`config.mk`:
```
export PLATFORM = sky130hd
export DESIGN_NAME = reg_seq_flat
export DESIGN_NICKNAME = d
export VERILOG_FILES = /design/src/rtl/reg_seq_if.sv /design/src/rtl/reg_seq.sv /design/src/flat_wrapper.sv
export SDC_FILE = /design/constraint.sdc
export NUM_CORES = 1
export LEC_CHECK = 0
export CELL_PAD_IN_SITES_DETAIL_PLACEMENT = 0
export CELL_PAD_IN_SITES_GLOBAL_PLACEMENT = 1
export CORE_AREA = 2 2 121 123
export CTS_CLUSTER_SIZE = 30
export DETAILED_ROUTE_END_ITERATION = 7
export DIE_AREA = 0 0 123 125
export GPL_TIMING_DRIVEN = 0
export PLACE_DENSITY = 0.78
export SLEW_MARGIN = 40
export SYNTH_ARGS = -nofsm -noshare
export SYNTH_HDL_FRONTEND = slang
export SYNTH_SLANG_ARGS = --single-unit
```
`constraint.sdc`:
```
create_clock -name clk -period 3.99 [get_ports clk]
set_input_delay 0.5985 -clock clk [delete_from_list [all_inputs] [get_ports clk]]
set_output_delay 0.5985 -clock clk [all_outputs]
set_load 0.03 [all_outputs]
```
`src/rtl/reg_seq_if.sv`:
```
// rtl/reg_seq_if.sv - instruction handshake and register-file port bundle for reg_seq
interface reg_seq_if #(
    parameter int DATA_W = 16
);
    logic [15:0]       in_instr;
    logic              in_valid;
    logic              in_ready;
    logic [1:0]        rn_1;
    logic [1:0]        rn_2;
    logic [DATA_W-1:0] rd_1;
    logic [DATA_W-1:0] rd_2;
    logic [1:0]        wn;
    logic [DATA_W-1:0] wd;
    logic              w;

    // master: instruction source plus register file; slave: the sequencer
    modport master (
        output in_instr, in_valid, rd_1, rd_2,
        input  in_ready, rn_1, rn_2, wn, wd, w
    );

    modport slave (
        input  in_instr, in_valid, rd_1, rd_2,
        output in_ready, rn_1, rn_2, wn, wd, w
    );
endinterface

```
`src/rtl/reg_seq.sv`:
```
// rtl/reg_seq.sv - four-phase register-to-register instruction sequencer driving reg_block
module reg_seq #(
    parameter int DATA_W = 16
) (
    input  logic        clk,
    input  logic        rst,
    reg_seq_if.slave    bus,
    input  logic        hold,
    output logic        done,
    output logic        flag_z,
    output logic        flag_c
);
    typedef enum logic [1:0] {S_IDLE, S_READ, S_EXEC, S_WRITE} state_t;

    localparam logic [2:0] OP_NOP = 3'b000;
    localparam logic [2:0] OP_MOV = 3'b001;
    localparam logic [2:0] OP_ADD = 3'b010;
    localparam logic [2:0] OP_SUB = 3'b011;
    localparam logic [2:0] OP_AND = 3'b100;
    localparam logic [2:0] OP_OR  = 3'b101;
    localparam logic [2:0] OP_XOR = 3'b110;
    localparam logic [2:0] OP_LDI = 3'b111;

    state_t            state, state_nx;
    logic              accept;
    logic [2:0]        op_q;
    logic [1:0]        dst_q;
    logic [7:0]        imm_q;
    logic [DATA_W-1:0] opa_q, opb_q;
    logic [DATA_W-1:0] res;
    logic              res_c;
    logic              upd_flags;

    always_ff @(posedge clk or negedge rst) begin
        if (!rst) state <= S_IDLE;
        else      state <= state_nx;
    end

    // hold freezes every transition and masks the write-back strobes
    always_comb begin
        state_nx     = state;
        accept       = 1'b0;
        bus.in_ready = 1'b0;
        bus.w        = 1'b0;
        done         = 1'b0;
        case (state)
            S_IDLE: begin
                bus.in_ready = rst && !hold;
                accept       = bus.in_ready && bus.in_valid;
                if (accept) state_nx = S_READ;
            end
            S_READ:  if (!hold) state_nx = S_EXEC;
            S_EXEC:  if (!hold) state_nx = S_WRITE;
            S_WRITE: begin
                if (!hold) begin
                    bus.w    = (op_q != OP_NOP);
                    done     = 1'b1;
                    state_nx = S_IDLE;
                end
            end
            default: state_nx = S_IDLE;
        endcase
    end

    always_comb begin
        res       = opa_q;
        res_c     = 1'b0;
        upd_flags = 1'b0;
        case (op_q)
            OP_MOV: res = opa_q;
            OP_ADD: begin
                {res_c, res} = {1'b0, opa_q} + {1'b0, opb_q};
                upd_flags    = 1'b1;
            end
            OP_SUB: begin
                // the extra top bit of the widened difference is the borrow
                {res_c, res} = {1'b0, opa_q} - {1'b0, opb_q};
                upd_flags    = 1'b1;
            end
            OP_AND: begin res = opa_q & opb_q; upd_flags = 1'b1; end
            OP_OR:  begin res = opa_q | opb_q; upd_flags = 1'b1; end
            OP_XOR: begin res = opa_q ^ opb_q; upd_flags = 1'b1; end
            OP_LDI: res = {{(DATA_W-8){1'b0}}, imm_q};
            default: res = opa_q;
        endcase
    end

    always_ff @(posedge clk or negedge rst) begin
        if (!rst) begin
            op_q     <= OP_NOP;
            dst_q    <= 2'd0;
            imm_q    <= 8'd0;
            opa_q    <= '0;
            opb_q    <= '0;
            bus.rn_1 <= 2'd0;
            bus.rn_2 <= 2'd0;
            bus.wn   <= 2'd0;
            bus.wd   <= '0;
            flag_z   <= 1'b0;
            flag_c   <= 1'b0;
        end else begin
            if (accept) begin
                op_q     <= bus.in_instr[15:13];
                dst_q    <= bus.in_instr[12:11];
                imm_q    <= bus.in_instr[7:0];
                bus.rn_1 <= bus.in_instr[10:9];
                bus.rn_2 <= bus.in_instr[8:7];
            end
            if (state == S_READ && !hold) begin
                opa_q <= bus.rd_1;
                opb_q <= bus.rd_2;
            end
            if (state == S_EXEC && !hold) begin
                bus.wd <= res;
                bus.wn <= dst_q;
                if (upd_flags) begin
                    flag_z <= (res == '0);
                    flag_c <= res_c;
                end
            end
        end
    end
endmodule

```
`src/flat_wrapper.sv`:
```
// flat-port wrapper written by rule: the top's interface ports become plain ports
module reg_seq_flat 
#(
    parameter int DATA_W = 16
)
  (clk, rst, hold, done, flag_z, flag_c, bus_in_instr, bus_in_valid, bus_rd_1, bus_rd_2, bus_in_ready, bus_rn_1, bus_rn_2, bus_wn, bus_wd, bus_w);
  reg_seq_if #(.DATA_W(DATA_W)) bus_i ();
  input  logic clk;
  input  logic rst;
  input  logic hold;
  output logic done;
  output logic flag_z;
  output logic flag_c;
  input wire logic [$bits(bus_i.in_instr)-1:0] bus_in_instr;
  input wire logic [$bits(bus_i.in_valid)-1:0] bus_in_valid;
  input wire logic [$bits(bus_i.rd_1)-1:0] bus_rd_1;
  input wire logic [$bits(bus_i.rd_2)-1:0] bus_rd_2;
  output wire logic [$bits(bus_i.in_ready)-1:0] bus_in_ready;
  output wire logic [$bits(bus_i.rn_1)-1:0] bus_rn_1;
  output wire logic [$bits(bus_i.rn_2)-1:0] bus_rn_2;
  output wire logic [$bits(bus_i.wn)-1:0] bus_wn;
  output wire logic [$bits(bus_i.wd)-1:0] bus_wd;
  output wire logic [$bits(bus_i.w)-1:0] bus_w;
  assign bus_i.in_instr = bus_in_instr;
  assign bus_i.in_valid = bus_in_valid;
  assign bus_i.rd_1 = bus_rd_1;
  assign bus_i.rd_2 = bus_rd_2;
  assign bus_in_ready = bus_i.in_ready;
  assign bus_rn_1 = bus_i.rn_1;
  assign bus_rn_2 = bus_i.rn_2;
  assign bus_wn = bus_i.wn;
  assign bus_wd = bus_i.wd;
  assign bus_w = bus_i.w;
  reg_seq #(.DATA_W(DATA_W)) u_core (.clk(clk), .rst(rst), .bus(bus_i), .hold(hold), .done(done), .flag_z(flag_z), .flag_c(flag_c));
endmodule
```
Word level (Yosys, flattened, before mapping)
Cells that the tools add are included.

storage, ports and cells
  register bits = 71
  input port bits = 52
  output and inout port bits = 27
  logic and storage cells = 55

cells by class
  add/subtract/negate cells = 2
  equal/unequal tests = 13
  mux-type cells = 14
  bitwise logic cells = 3
  reduce and logical (&&, ||, !) cells = 11

operators by type and width
  kind                                                    count
  one-hot mux 16 bit (6 select lines)                     1
  adder 16 x 16 -> 17 bit                                 1
  subtractor 16 x 16 -> 17 bit                            1
  AND 16 bit                                              1
  zero test 16 bit                                        1
  OR 16 bit                                               1
  XOR 16 bit                                              1
  == test 3 bit (second input constant)                   4
  2-to-1 mux 2 bit                                        4
  one-hot mux 2 bit (4 select lines)                      1
  2-to-1 mux 1 bit                                        7
  == test 3 x 2 -> 1 bit (second input constant)          2
  inequality test 2 bit (second input constant)           3
  OR reduction 5 bit                                      1
  == test 2 bit (second input constant)                   2
  logical AND 1 bit                                       4
  AND reduction 4 bit                                     1
  nonzero test 3 bit                                      1
  == test 2 x 1 -> 1 bit (second input constant)          1
  zero test 2 bit                                         1
  inequality test 2 x 1 -> 1 bit (second input constant)  1
  one-hot mux 1 bit (2 select lines)                      1
  AND reduction 2 bit                                     1
  zero test 1 bit                                         1

Depth between registers and ports, before layout
  depth after elaboration = 5
  mapped depth = 13
  gate-level depth less buffers = 13

Worst setup path before layout
No wires, ideal clock.

  path type = register to register
  start = register u_core.opb_q[0]
  end = register u_core.flag_z
  setup time = 125 ps
  arrival time = 2660 ps
  required time = 3865 ps
  path slack = 1205 ps
  cell stages (with the launch flop) = 13
  buffers on the path = 0
  clock period less this slack = 2785 ps
  path through = dfrtp_1 -> ha_1 -> inv_1 -> fa_1 -> nor2b_1 -> o2111ai_1 -> a21o_1 -> a21oi_1 -> nor2_1 -> o41a_1 -> mux2_2 -> o2111ai_1 -> o21ai_1

on the way
  word-level cells in the longest chain between the ends = 3
  elaborated cells between the ends (all ways) = 7
  those cells by class = add/sub (2); mux (1); bitwise (3); reduce/logical (1)

ends and longest elaborated chain
  element                                                     RTL line        RTL
  from (decl)                                                 reg_seq.sv:29   logic [DATA_W-1:0] opa_q, opb_q;
  from (signal assigned)                                      reg_seq.sv:111  opb_q <= bus.rd_2;
  subtractor 16 x 16 -> 17 bit, or another cell as far along  reg_seq.sv:77   {res_c, res} = {1'b0, opa_q} - {1'b0, opb_q};
  one-hot mux 16 bit (6 select lines) *                       reg_seq.sv:69   case (op_q)
  zero test 16 bit *                                          reg_seq.sv:117  flag_z <= (res == '0);
  to (signal assigned)                                        reg_seq.sv:117
  to (decl)                                                   reg_seq.sv:10   output logic flag_z,

Every way passes the cells marked *; elsewhere a longest branch is shown, timed or not.
A chain may end at the register's enable or synchronous reset.

Worst setup path after layout
  start = register u_core.opa_q[6]
  end = register u_core.flag_z

on the way
  word-level cells in the longest chain between the ends = 3
  elaborated cells between the ends (all ways) = 7
  those cells by class = add/sub (2); mux (1); bitwise (3); reduce/logical (1)

ends and longest elaborated chain
  element                                                     RTL line        RTL
  from (decl)                                                 reg_seq.sv:29
  from (signal assigned)                                      reg_seq.sv:110  opa_q <= bus.rd_1;
  subtractor 16 x 16 -> 17 bit, or another cell as far along  reg_seq.sv:77
  one-hot mux 16 bit (6 select lines) *                       reg_seq.sv:69
  zero test 16 bit *                                          reg_seq.sv:117

Marks and branches as above.

==> impl_metrics.csv <==
group,metric,value,unit
outcome,run_status,"complete, no violations",
power_and_ir_drop,p_leak,2.96,nW
synth,netlist_area,5570,sq um
clock_tree,post_cts_resized,0,
clock_tree,cts_root_buf,"clkbuf_16",
power_and_ir_drop,pwr-share-comb,70.4,%
synth,synth_top_cell_area_share,31.5,%
timing,slew_headroom,47.9,%
drt,first_pass_iters,5,
clock_tree,clk_latency,360,ps
synth,ys_warn_count,0,
timing,finalHoldViolations,0,
floorplan,fp.dieH,125,microns
hold_path,hold_path_class,"input port to async pin",
floorplan,die-area,15400,sq um
drt,first_iter_violations,327,
placed_design,post_dp_cell_area,6600,sq um
power_and_ir_drop,p_int,0.00352,W
placed_design,portBuffers,78,
timing,finalCriticalPeriod,3510,ps
power_and_ir_drop,pwr_density_cell,1050,nW/um^2
timing,fmax,0.285,GHz
finish,n_antenna_cell,0,
synth,ys.flop_type,"dfrtp_1",
power_and_ir_drop,pwr-share-clk,11.6,%
drt,drt-total-wl,19.3,mm
setup_path,end_kind,"flop",
grt,antenna_found_initial,0,
floorplan,coreArea,14200,sq um
job,maxCapViolCount,0,
timing,worstMarginPinSlew,779,ps
synth,synth_area_leaders,"dfrtp_1 (31%), ha_1 (12%), o21ai_0 (6.4%)",
timing,rsz0062_at_grt,"no",
setup_path,crit_fanout,8,
timing,slew_violations,0,
setup_path,r2r_setup_slack,480,ps
clock_tree,cts_buffers,9,
timing,fin_skew,11.1,ps
drt,vias_per_cell,5.68,
finish,fin_nets,847,
finish,final_area,6910,sq um
synth,synth_nets,757,
clock_tree,cts_tree,"done",
synth,async_flop_share,100,%
grt,grt_max_degree,43,
setup_path,r2r-end,"u_core.flag_z",
power_and_ir_drop,switchingPower,0.00372,W
clock_tree,htreeDepth,3,
finish,nFillCells,1414,
synth,synth-seq-cells,70,
clock_tree,cts.sinks,70,
grt,gr-total-overflow,0,
drt,drt.antenna.violating_nets,0,
finish,drive_above_1_share,10.3,%
setup_path,rr_worst_depth,12,
floorplan,die_w,123,microns
clock_tree,post-cts-setup-buffers,0,
setup_path,r2r-start,"u_core.opa_q[6]",
synth,ys_seq_area_share,31.5,%
timing,setup_violations,0,
synth,synth_edf_count,0,
grt,grt_use_total,26.0,%
setup_path,start_kind,"flop",
synth,synthCells,651,
placed_design,dpl.hpwl,14.5,mm
drt,dr_total_vias,5279,
synth,synth_top_cells_by_count,"o21ai_0 (71), dfrtp_1 (70), nand2_1 (70)",
synth,syn_area_per_cell,8.55,sq um
floorplan,start_util,39.2,%
placed_design,gp_congestion,0.899,
grt,grt_pass1_vias,5259,
clock_tree,holdBufCountCts,0,
synth,yosys.cell_types.count,83,
setup_path,path_class,"flop to flop",
setup_path,cp.required,4270,ps
power_and_ir_drop,pwr-share-seq,17.9,%
power_and_ir_drop,p_sw_share,51.4,%
synth,synth_top_area_cell,"dfrtp_1",
grt,grt_pass1_wl,30.0,mm
drt,route.detailed.drc,0,
clock_tree,clkTransAtPathRegs,60,ps
floorplan,rows,44,
drt,wl_per_cell,20.8,microns
clock_tree,clk_path_buf_depth,2,
timing,finalCritPeriodShare,87.9,%
synth,yosysMostFrequentCell,"o21ai_0",
setup_path,worstPathArrival,3790,ps
finish,syn2layout_area_growth,24.1,%
power_and_ir_drop,total_power,0.00724,W
floorplan,io-pin-count,79,
power_and_ir_drop,irDropWorstVdd,0.343,mV
==> cells in the final DEF, fill, tap and decap left out, types with 5 or more instances in the layout <==
master,instances
nor2b_1,6
ha_1,52
nand2_1,70
clkbuf_16,9
buf_2,10
mux2_2,21
o211ai_1,6
nor2_1,38
a211oi_1,10
clkdlybuf4s50_1,77
xnor2_1,5
clkbuf_1,17
a21oi_1,51
o21ai_0,71
inv_1,51
a21o_1,5
dfrtp_1,70
nand3_1,11
nor3_1,15
nand2b_1,15
==> power groups by stage <==
stage	clock, W	sequential, W	combinational [W]
floorplan	0	0.00145	0.00335
global placement	0	0.00129	0.00498
detailed placement	0	0.00131	0.00501
CTS	0.000854	0.00130	0.00505
global route	0.000885	0.00135	0.00557
finish	0.000843	0.00130	0.00510
==> routing by layer <==
metal  vias to the layer above  track usage, %  wire length [microns]
met5                         -               0                      0
met4                         0            10.2                    572
met3                        32            4.06                    851
met2                       159            43.1                   9200
met1                      2593            33.8                   8730
li1                       2495               -                      -
==> flip-flops by register name (all words and copies together) (netlist names), 2 cells and up <==
register	flops
u_core.bus.wd	16
u_core.opa_q	16
u_core.opb_q	16
u_core.imm_q	7
u_core.op_q	3
u_core.bus.rn_1	2
u_core.bus.rn_2	2
u_core.bus.wn	2
u_core.dst_q	2
u_core.state	2
==> stage by stage <==
step	std cells	TNS (ps)	hold slack [ps]	utilization (%)	setup slack (ps)
2_1_floorplan	651	0	303	-	1210
3_3_place_gp	913	-26230	468	46.3	-1290
3_5_place_dp	914	0	471	46.5	450
4_1_cts	930	0	128	48.6	500
5_1_grt	930	0	140	48.6	185
6_report	930	0	120	48.6	482
==> logic make-up after synthesis <==
group                    count (synthesis)  synth area share [%]
AO/OA/AOI/OAI                          211                  24.8
XOR/XNOR                                 7                  1.10
flip-flops                              70                  31.5
adder cells (fa/ha/maj)                 54                  12.4
AND/OR/NAND/NOR                        189                  16.7
multiplexers                            26                  5.60
buffers and inverters                   94                  7.89
==> worst max path at each step <==
| stage | startpoint | end | cells past startpoint |
|---|---|---|---|
| global route | u_core.opa_q[6] | u_core.flag_z | 12 |
| global placement | rst | u_core.op_q[1] | 5 |
| CTS | u_core.opa_q[6] | u_core.flag_z | 12 |
| detailed placement | hold | u_core.flag_z | 10 |
| floorplan | u_core.opb_q[0] | u_core.flag_z | 12 |
| finish | u_core.opa_q[6] | u_core.flag_z | 12 |
==> worst max-delay path, stage by stage, from the launching register on <==
cell and delay (ps):
dfrtp_1 360, inv_1 90, ha_1 280, clkbuf_1 340
nor2_1 120, a211oi_1 480, a21oi_1 170, xnor2_1 170
a21oi_1 350, o211ai_1 250, a2111oi_4 460, nand4b_1 210
o21ai_1 160
==> final cells by class <==
class,count,area (sq um),area share (%)
Buffer,41,241,3.50
Clock buffer,9,225,3.26
Clock inverter,7,77.6,1.12
Inverter,53,199,2.88
Multi-Input combinational cell,487,3380,48.9
Sequential cell,70,1750,25.4
Tap cell,184,230,3.33
Timing Repair Buffer,79,802,11.6
No activity file was read; power rests on OpenSTA's default activity.
==> variant: new RTL, same settings <==
`DATA_W` is set to 16 in 3 places; all go to 14.
--- a/src/rtl/reg_seq_if.sv
+++ b/src/rtl/reg_seq_if.sv
@@ -2,3 +2,3 @@
 interface reg_seq_if #(
-    parameter int DATA_W = 16
+    parameter int DATA_W = 14
 );
--- a/src/rtl/reg_seq.sv
+++ b/src/rtl/reg_seq.sv
@@ -2,3 +2,3 @@
 module reg_seq #(
-    parameter int DATA_W = 16
+    parameter int DATA_W = 14
 ) (
--- a/src/flat_wrapper.sv
+++ b/src/flat_wrapper.sv
@@ -3,3 +3,3 @@
 #(
-    parameter int DATA_W = 16
+    parameter int DATA_W = 14
 )
Interface: changed (resized bus_rd_1, bus_rd_2 and bus_wd); port bits go from 79 to 73. No check against the original RTL was run, so the function may have changed too.
==> variant against the original RTL <==
Wire length fell by 14%. Area after synthesis is 8.5% lower. Sequential cell count down 6. Design area shrank 8.2%. Clock power down 11%. Worst setup slack improved by 0.094 ns. Power shrank 11%. Largest power group unchanged. Via count is 11% lower.
==> variant: results (changes against the original RTL) <==
Run status
  – Status: finished, final reports clean

Global routing
  – First-pass GRT wire length: 26.54 mm (-12%)
  – Met1 Use GR: 29.02% (-4.8 points)
  – Largest net degree at the start of global routing: 42 (-2.3%)
  – Met2 Use GR: 37.24% (-5.9 points)
  – GRT Util Overall: 22.50% (-3.5 points)
  – Initial antenna violation count: 0 (unchanged)
  – GR Util met3: 4.516% (+0.46 points)
  – Vias in the first global route: 4911 (-6.6%)

Route
  – WL met3: 778 um (-8.6%)
  – WL/cell: 19.55 um (-6.0%)
  – DR top layer: met4
  – Via count: 4717 (-11%)
  – Wire length on met1: 7.322 mm (-16%)
  – Met2 WL post-DR: 8.019 mm (-13%)
  – Final wirelength: 16.60 mm (-14%)
  – First-pass iteration count of the detailed router: 5 (unchanged)
  – DR iter-0 viols: 337 (+3.1%)

STA
  – WHS: 0.1636 ns (+0.04396 ns)
  – Skew final: 0.008781 ns (-0.002325 ns)
  – Worst-Margin Slew: 0.7920 ns (+0.01272 ns)

Setup path
  – Worst r2r dst: u_core.flag_z
  – Worst reg2reg path startpoint: u_core.opa_q[0]
  – Reg2Reg Setup Slack: 0.58 ns (+0.09 ns)
  – Worst EP arrival: 3.70 ns (-0.09 ns)
  – Critical path's slowest cell: a21oi_1
  – Crit-path max FO: 6 (-2)
  – Worst r2r path cells: 11 (-1)
  – Largest stage delay, worst path: 0.65 ns (+0.17 ns)

Power and ir drop
  – Max IR drop VDD: 0.0003122 V (-9.0%)
  – Power per cell area: 1019 nW/um2 (-2.8%)
  – LEAKAGE: 2.679 nW (-9.4%)

Synth
  – Post-synthesis sequential area ratio: 31.46% (about the same)
  – Synth top area cells: dfrtp_1, ha_1, o21ai_0
  – Compound-Gate Fraction of Synth Area: 26.25% (+1.4 points)
  – Xor-xnor portion of the synthesized cell area: 0.6881% (-0.41 points)
  – Synth Net Count: 673 (-11%)
  – Adder-cell share of the synthesized area: 12.34% (-0.070 points)
  – Yosys warns: 0 (unchanged)
  – Post-synthesis mux area share: 5.677% (+0.080 points)
  – Syn Inst Count: 576 (-12%)
  – Synth top cells by count: dfrtp_1, nand2_1, o21ai_0, ha_1, inv_1
  – Asr flop ratio synth: 100.0% (unchanged)
  – Yosys cell types: 85 (+2.4%)

Layout
  – Share of layout cells above drive strength 1: 13.23% (+2.9 points)
  – Top Registers: u_core.bus.wd x14, u_core.opa_q x14, u_core.opb_q x14
  – Final #Nets: 757 (-11%)
  – Fill count: 1417 (+0.21%)

Place
  – Final HPWL DP: 12.74 mm (-12%)
  – # placed instances: 833 (-8.9%)
  – Dpl ws: 0.6778 ns (+0.2278 ns)
  – GPL Wtd Cong: 0.8946 (-0.47%)
  – Port Buffers: 72 (-7.7%)
  – Placed Area: 6060 um2 (-8.2%)

Worst hold path
  – Worst hold path type: input port to asynchronous set/reset pin

CTS
  – Clk Latency, worst-skew pair: 0.35 ns
  – Root Buffer: clkbuf_16
  – CTS Buf Count: 9 (unchanged)
  – Post-CTS setup buffers: 0 (unchanged)
-- variant: power breakdown --
part	internal, mW	switching (mW)
Sequential	0.964	0.237
Clock	0.425	0.328
Combinational	1.74	2.76
-- variant: worst max-delay path by stage --
stage          cells after the start  slack (ns)        endpoint            start
2_1_floorplan                     11        1.43   u_core.flag_z  u_core.opb_q[0]
3_3_place_gp                       5       -0.98  u_core.op_q[1]              rst
3_5_place_dp                      11        0.68   u_core.flag_z  u_core.opa_q[0]
4_1_cts                           11        0.63   u_core.flag_z  u_core.opa_q[0]
5_1_grt                           11        0.34   u_core.flag_z  u_core.opa_q[0]
6_report                          11        0.58   u_core.flag_z  u_core.opa_q[0]
-- variant: final cells by class --
class	count	share of cell area, %
multi-input combinational	429	48.76
inverter	45	2.664
clock inverter	7	0.8879
sequential	64	25.26
buffer	38	3.611
tap	184	3.631
timing repair buffer	73	11.64
clock buffer	9	3.552
